--- src/rtl/rvskidbuf_pkg.sv ---
// Shared definitions for the rvskidbuf two-entry ready/valid skid buffer.
//   state_e      : occupancy state of the buffer (EMPTY / ONE / FULL)
//   CountWidth   : width of the occupancy count output
//   state_count(): maps a state to its occupancy count
package rvskidbuf_pkg;

    localparam int unsigned CountWidth = 2;

    typedef enum logic [1:0] {
        StEmpty = 2'b00,
        StOne   = 2'b01,
        StFull  = 2'b10
    } state_e;

    function automatic logic [CountWidth-1:0] state_count(input state_e st);
        logic [CountWidth-1:0] cnt;
        cnt = '0;
        case (st)
            StOne:   cnt = CountWidth'(1);
            StFull:  cnt = CountWidth'(2);
            default: cnt = '0;
        endcase
        return cnt;
    endfunction

endpackage

--- src/rtl/rvdffe_sr.sv ---
// Enabled flop bank with synchronous active-high clear.
//   clk : clock
//   clr : synchronous clear to zero, wins over en
//   en  : load d on the rising edge
//   d   : next value
//   q   : registered value
module rvdffe_sr #(
    parameter int unsigned WIDTH = 3
) (
    input  logic             clk,
    input  logic             clr,
    input  logic             en,
    input  logic [WIDTH-1:0] d,
    output logic [WIDTH-1:0] q
);

    always_ff @(posedge clk) begin
        if (clr) begin
            q <= '0;
        end else if (en) begin
            q <= d;
        end
    end

endmodule

--- src/rtl/rvskidbuf.sv ---
// Two-entry ready/valid skid buffer. in_ready depends only on registered state, so the
// upstream handshake is fully decoupled from downstream backpressure.
//   clk, rst  : clock, synchronous active-high reset
//   flush     : synchronous discard of all held entries
//   in_valid, in_data, in_ready    : upstream handshake
//   out_valid, out_data, out_ready : downstream handshake (out_data is the main register)
//   count     : number of held entries (0..2)
module rvskidbuf
    import rvskidbuf_pkg::*;
#(
    parameter int unsigned WIDTH = 3
) (
    input  logic                  clk,
    input  logic                  rst,
    input  logic                  flush,
    input  logic                  in_valid,
    input  logic [WIDTH-1:0]      in_data,
    output logic                  in_ready,
    output logic                  out_valid,
    output logic [WIDTH-1:0]      out_data,
    input  logic                  out_ready,
    output logic [CountWidth-1:0] count
);

    logic [1:0]       state_q;
    state_e           state_d;
    state_e           st;
    logic             in_xfer;
    logic             out_xfer;
    logic             main_en;
    logic             skid_en;
    logic             data_clr;
    logic [WIDTH-1:0] main_d;
    logic [WIDTH-1:0] main_q;
    logic [WIDTH-1:0] skid_q;

    // The unused encoding 2'b11 decodes as EMPTY so a corrupted state self-recovers.
    assign st = (state_q == 2'b11) ? StEmpty : state_e'(state_q);

    assign in_ready  = (st != StFull);
    assign out_valid = (st != StEmpty);
    assign out_data  = main_q;
    assign count     = state_count(st);

    assign in_xfer  = in_valid & in_ready;
    assign out_xfer = out_valid & out_ready;
    assign data_clr = rst | flush;

    always_ff @(posedge clk) begin
        if (rst) begin
            state_q <= StEmpty;
        end else begin
            state_q <= state_d;
        end
    end

    always_comb begin
        state_d = st;
        main_en = 1'b0;
        skid_en = 1'b0;
        // Only FULL refills main from skid; every other load comes from upstream.
        main_d  = (st == StFull) ? skid_q : in_data;
        if (flush) begin
            state_d = StEmpty;
        end else begin
            case (st)
                StEmpty: begin
                    if (in_xfer) begin
                        main_en = 1'b1;
                        state_d = StOne;
                    end
                end
                StOne: begin
                    if (in_xfer && out_xfer) begin
                        main_en = 1'b1;
                    end else if (in_xfer) begin
                        skid_en = 1'b1;
                        state_d = StFull;
                    end else if (out_xfer) begin
                        state_d = StEmpty;
                    end
                end
                StFull: begin
                    if (out_xfer) begin
                        main_en = 1'b1;
                        state_d = StOne;
                    end
                end
                default: state_d = StEmpty;
            endcase
        end
    end

    rvdffe_sr #(
        .WIDTH(WIDTH)
    ) u_main (
        .clk(clk),
        .clr(data_clr),
        .en (main_en),
        .d  (main_d),
        .q  (main_q)
    );

    rvdffe_sr #(
        .WIDTH(WIDTH)
    ) u_skid (
        .clk(clk),
        .clr(data_clr),
        .en (skid_en),
        .d  (in_data),
        .q  (skid_q)
    );

endmodule

--- config.mk ---
export PLATFORM = sky130hd
export DESIGN_NAME = rvskidbuf
export DESIGN_NICKNAME = d
export VERILOG_FILES = /design/src/rtl/rvskidbuf_pkg.sv /design/src/rtl/rvdffe_sr.sv /design/src/rtl/rvskidbuf.sv
export SDC_FILE = /design/constraint.sdc
export NUM_CORES = 1
export LEC_CHECK = 0
export ABC_CLOCK_PERIOD_IN_PS = 1700
export BUFFER_PORTS_ARGS = -buffer_cell sky130_fd_sc_hd__buf_2
export CAP_MARGIN = 5
export CORE_AREA = 4 4 41 43
export DETAILED_ROUTE_END_ITERATION = 10
export DIE_AREA = 0 0 45 47
export GPL_ROUTABILITY_DRIVEN = 0
export PLACE_DENSITY = 0.64
export SETUP_SLACK_MARGIN = 0.2
export SLEW_MARGIN = 15
export SYNTH_ARGS = -nofsm -noshare
export SYNTH_HDL_FRONTEND = slang
export SYNTH_HIERARCHICAL = 1
export SYNTH_SLANG_ARGS = --single-unit
--- constraint.sdc ---
create_clock -name clk -period 1.7 [get_ports clk]
set_clock_uncertainty 0.05 [all_clocks]
set_input_delay 0.17 -clock clk [delete_from_list [all_inputs] [get_ports clk]]
set_output_delay 0.17 -clock clk [all_outputs]
set_load 0.01 [all_outputs]
==> flow_metrics.tcl <==
set metrics [dict create \
    layout_min_cycle_time_ps 1580 \
    critical_path_arrival_ps 1670 \
    layout_commonest_cell "buf_2" \
    syn2layout_area_growth_pct 44.7 \
    overall_fraction_of_global_route_tracks_in_use_pct 12.7 \
    register_cell_area_after_layout_um2 168 \
    io_pins 15 \
    avgViaCountPerCell 5.21 \
    hold_wc_path_type "primary input to flip-flop" \
    syn-num-nets 69 \
    timing.critical_path.to_type "flip-flop" \
    max_slew.worst_pin.slew_ps 272 \
    timing.final.ws_setup_ps 118 \
    max-cap-violations 0 \
    drc_errors 0 \
    synth_top_flop_cell "dfxtp_1" \
    power-per-cell-area_mw_per_mm2 568 \
    totalNegativeSetupSlack_ps 0 \
    grt.overflow.total 0 \
    routed_wirelength_mm 1.18 \
    synth_edf_count 0 \
    hold_viol_final 0 \
    asyncSetResetFlopFracSynth_pct 0 \
    multiInputGateArea_um2 414 \
    ant_nets 0 \
    static_power_due_to_leakage_nw 0.326 \
    dr.first_iter.drc_count 5 \
    clockRootBuffer "clkbuf_4" \
    chipHeight_um 47 \
    synth.lib_cells_used.distinct 24 \
    status "finished clean" \
    antenna-diode-count 0 \
    startpoint_type "flip-flop" \
    final_setup_violation_count 0 \
    timing_max_transition_violations_final 0 \
    post_route_cells_drive_above_1_share_pct 60.0 \
    clock_tree.buffer_depth 2 \
    drt-wirelength-per-cell_um 12.5 \
    start_util_pct 41.3 \
    floorplan.die_area_mm2 0.00212 \
    synth_seq_area_share_pct 29.8 \
    vdd.ir_drop.worst_uv 409 \
    syn-instance-count 57 \
    core_region_area_mm2 0.00130 \
    synth_area_um2 538 \
    commonest_cells_after_routing_fill_and_taps_aside "14 x buf_2, 8 x nor2_1, 7 x mux2i_1, 7 x buf_4, 6 x dfxtp_1" \
    maxClockFrequency_mhz 632 \
    cts_hold_buf 0 \
    num_rows 13 \
    final.fill_count 115 \
    cts.sink_count 8 \
    avgSynthCellArea_um2 9.44 \
    tritoncts "yes" \
    portBuffers 14 \
    rsz0062_at_grt "yes" \
    ys_seq_elements 8 \
    worst_skew_pair.late_latency_ps 250 \
    cts-buffers-inserted 3 \
    route.vias.total 495 \
    drt_first_pass_iters 4 \
    min_period_over_period_pct 93.0 \
    place.detailed.hpwl_um 788 \
    yosysWarningCount 6 \
    number_of_global_route_vias_before_repair 495 \
    post-route-util_pct 59.8 \
    placement.setup.worst_slack_ps -22.2 \
    cts.reportedPaths.clkPinSlew_ps 50 \
    required_ps 1780 \
    fin_nets 94 \
    grt_max_degree 9 \
    htree_num_levels 1 \
    die_x_um 45 \
    grt_pass1_wl_mm 1.92 \
    worst_slew_margin_rel_pct 81.9 \
    criticalPathCategory "flip-flop to flip-flop" \
    holdWs_ps 138 \
    grt_antenna_before_repair 0 \
    worstPathMaxFanout 4 \
]
## report_power, final
| group | switching (W) | leakage (nW) | internal, W | total (W) |
|---|---|---|---|---|
| logic | 0.0000479 | 0.246 | 0.0000568 | 0.000105 |
| registers | 0.00000384 | 0.0662 | 0.000189 | 0.000193 |
| clock network | 0.0000633 | 0.0138 | 0.0000807 | 0.000144 |
## stage by stage
stage / instances / power, W / instance area [um2]
after detailed placement: 85 / 0.000279 / 648
after global placement: 85 / 0.000278 / 648
after CTS: 93 / 0.000432 / 728
after global routing: 95 / 0.000475 / 778
final: 95 / 0.000442 / 778
after floorplan: 57 / 0.000255 / 574
## flip-flops by register name, indices dropped and copies added, names as in the netlist
register / count
state_q: 2
u_main/q: 3
u_skid/q: 3
## kinds of logic after synthesis
kind of cell | share of synthesized area (%)
adder cells (fa/ha/maj) | 9.30
AND/OR/NAND/NOR | 20.7
AO/OA/AOI/OAI | 13.3
multiplexers | 19.3
flip-flops | 29.8
buffers and inverters | 7.67
## cell type report
| type | instances | area share [%] |
|---|---|---|
| Multi-Input combinational cell | 42 | 53.2 |
| Tap cell | 15 | 2.41 |
| Timing Repair Buffer | 22 | 17.2 |
| Sequential cell | 8 | 21.5 |
| Inverter | 5 | 2.73 |
| Clock buffer | 3 | 2.89 |
## worst max-delay path, stage by stage (launching register included)
cell,delay (ps)
dfxtp_4,380
inv_4,50
ha_4,280
nor3b_2,40
a31o_1,190
a32oi_2,200
nor2_4,70
mux2i_1,150
nor2_1,50
## cells in the mapped netlist, types with 2 or more instances
cell type	instances	share of area, %
nor2_1	9	6.3
dfxtp_1	8	30
mux2i_1	7	13
ha_1	4	9.3
inv_1	3	2.1
mux2_2	3	6.3
nand2_1	3	2.1
buf_6	2	4.2
inv_2	2	1.4
nor3b_1	2	2.8
## per-layer routing
metal	wire length (um)	up-vias	GRT usage [%]
met5	0	-	0
met4	10	0	11.1
met3	71	2	2.30
met2	593	13	19.8
met1	507	235	14.9
li1	-	245	-
## path summary, 6_finish.rpt
| path | startpoint | to | slack [ps] | depth (start not counted) |
|---|---|---|---|---|
| min reg2reg | u_main/q[1]$_SDFFE_PP0P_ | u_main/q[1]$_SDFFE_PP0P_ | 440 | 2 |
| max | state_q[0]$_SDFF_PP0_ | u_main/q[0]$_SDFFE_PP0P_ | 120 | 8 |
| min | in_data[2] | u_skid/q[2]$_SDFFE_PP0P_ | 140 | 3 |
| max reg2reg | state_q[0]$_SDFF_PP0_ | u_main/q[0]$_SDFFE_PP0P_ | 120 | 8 |
## what timing repair did
item | in CTS | in global routing
resized for setup | 5 | 8
setup endpoints to repair | 6 | 9
setup buffers | 5 | 2
pin swaps | 4 | 7
Power figures use the tool's default switching activity.
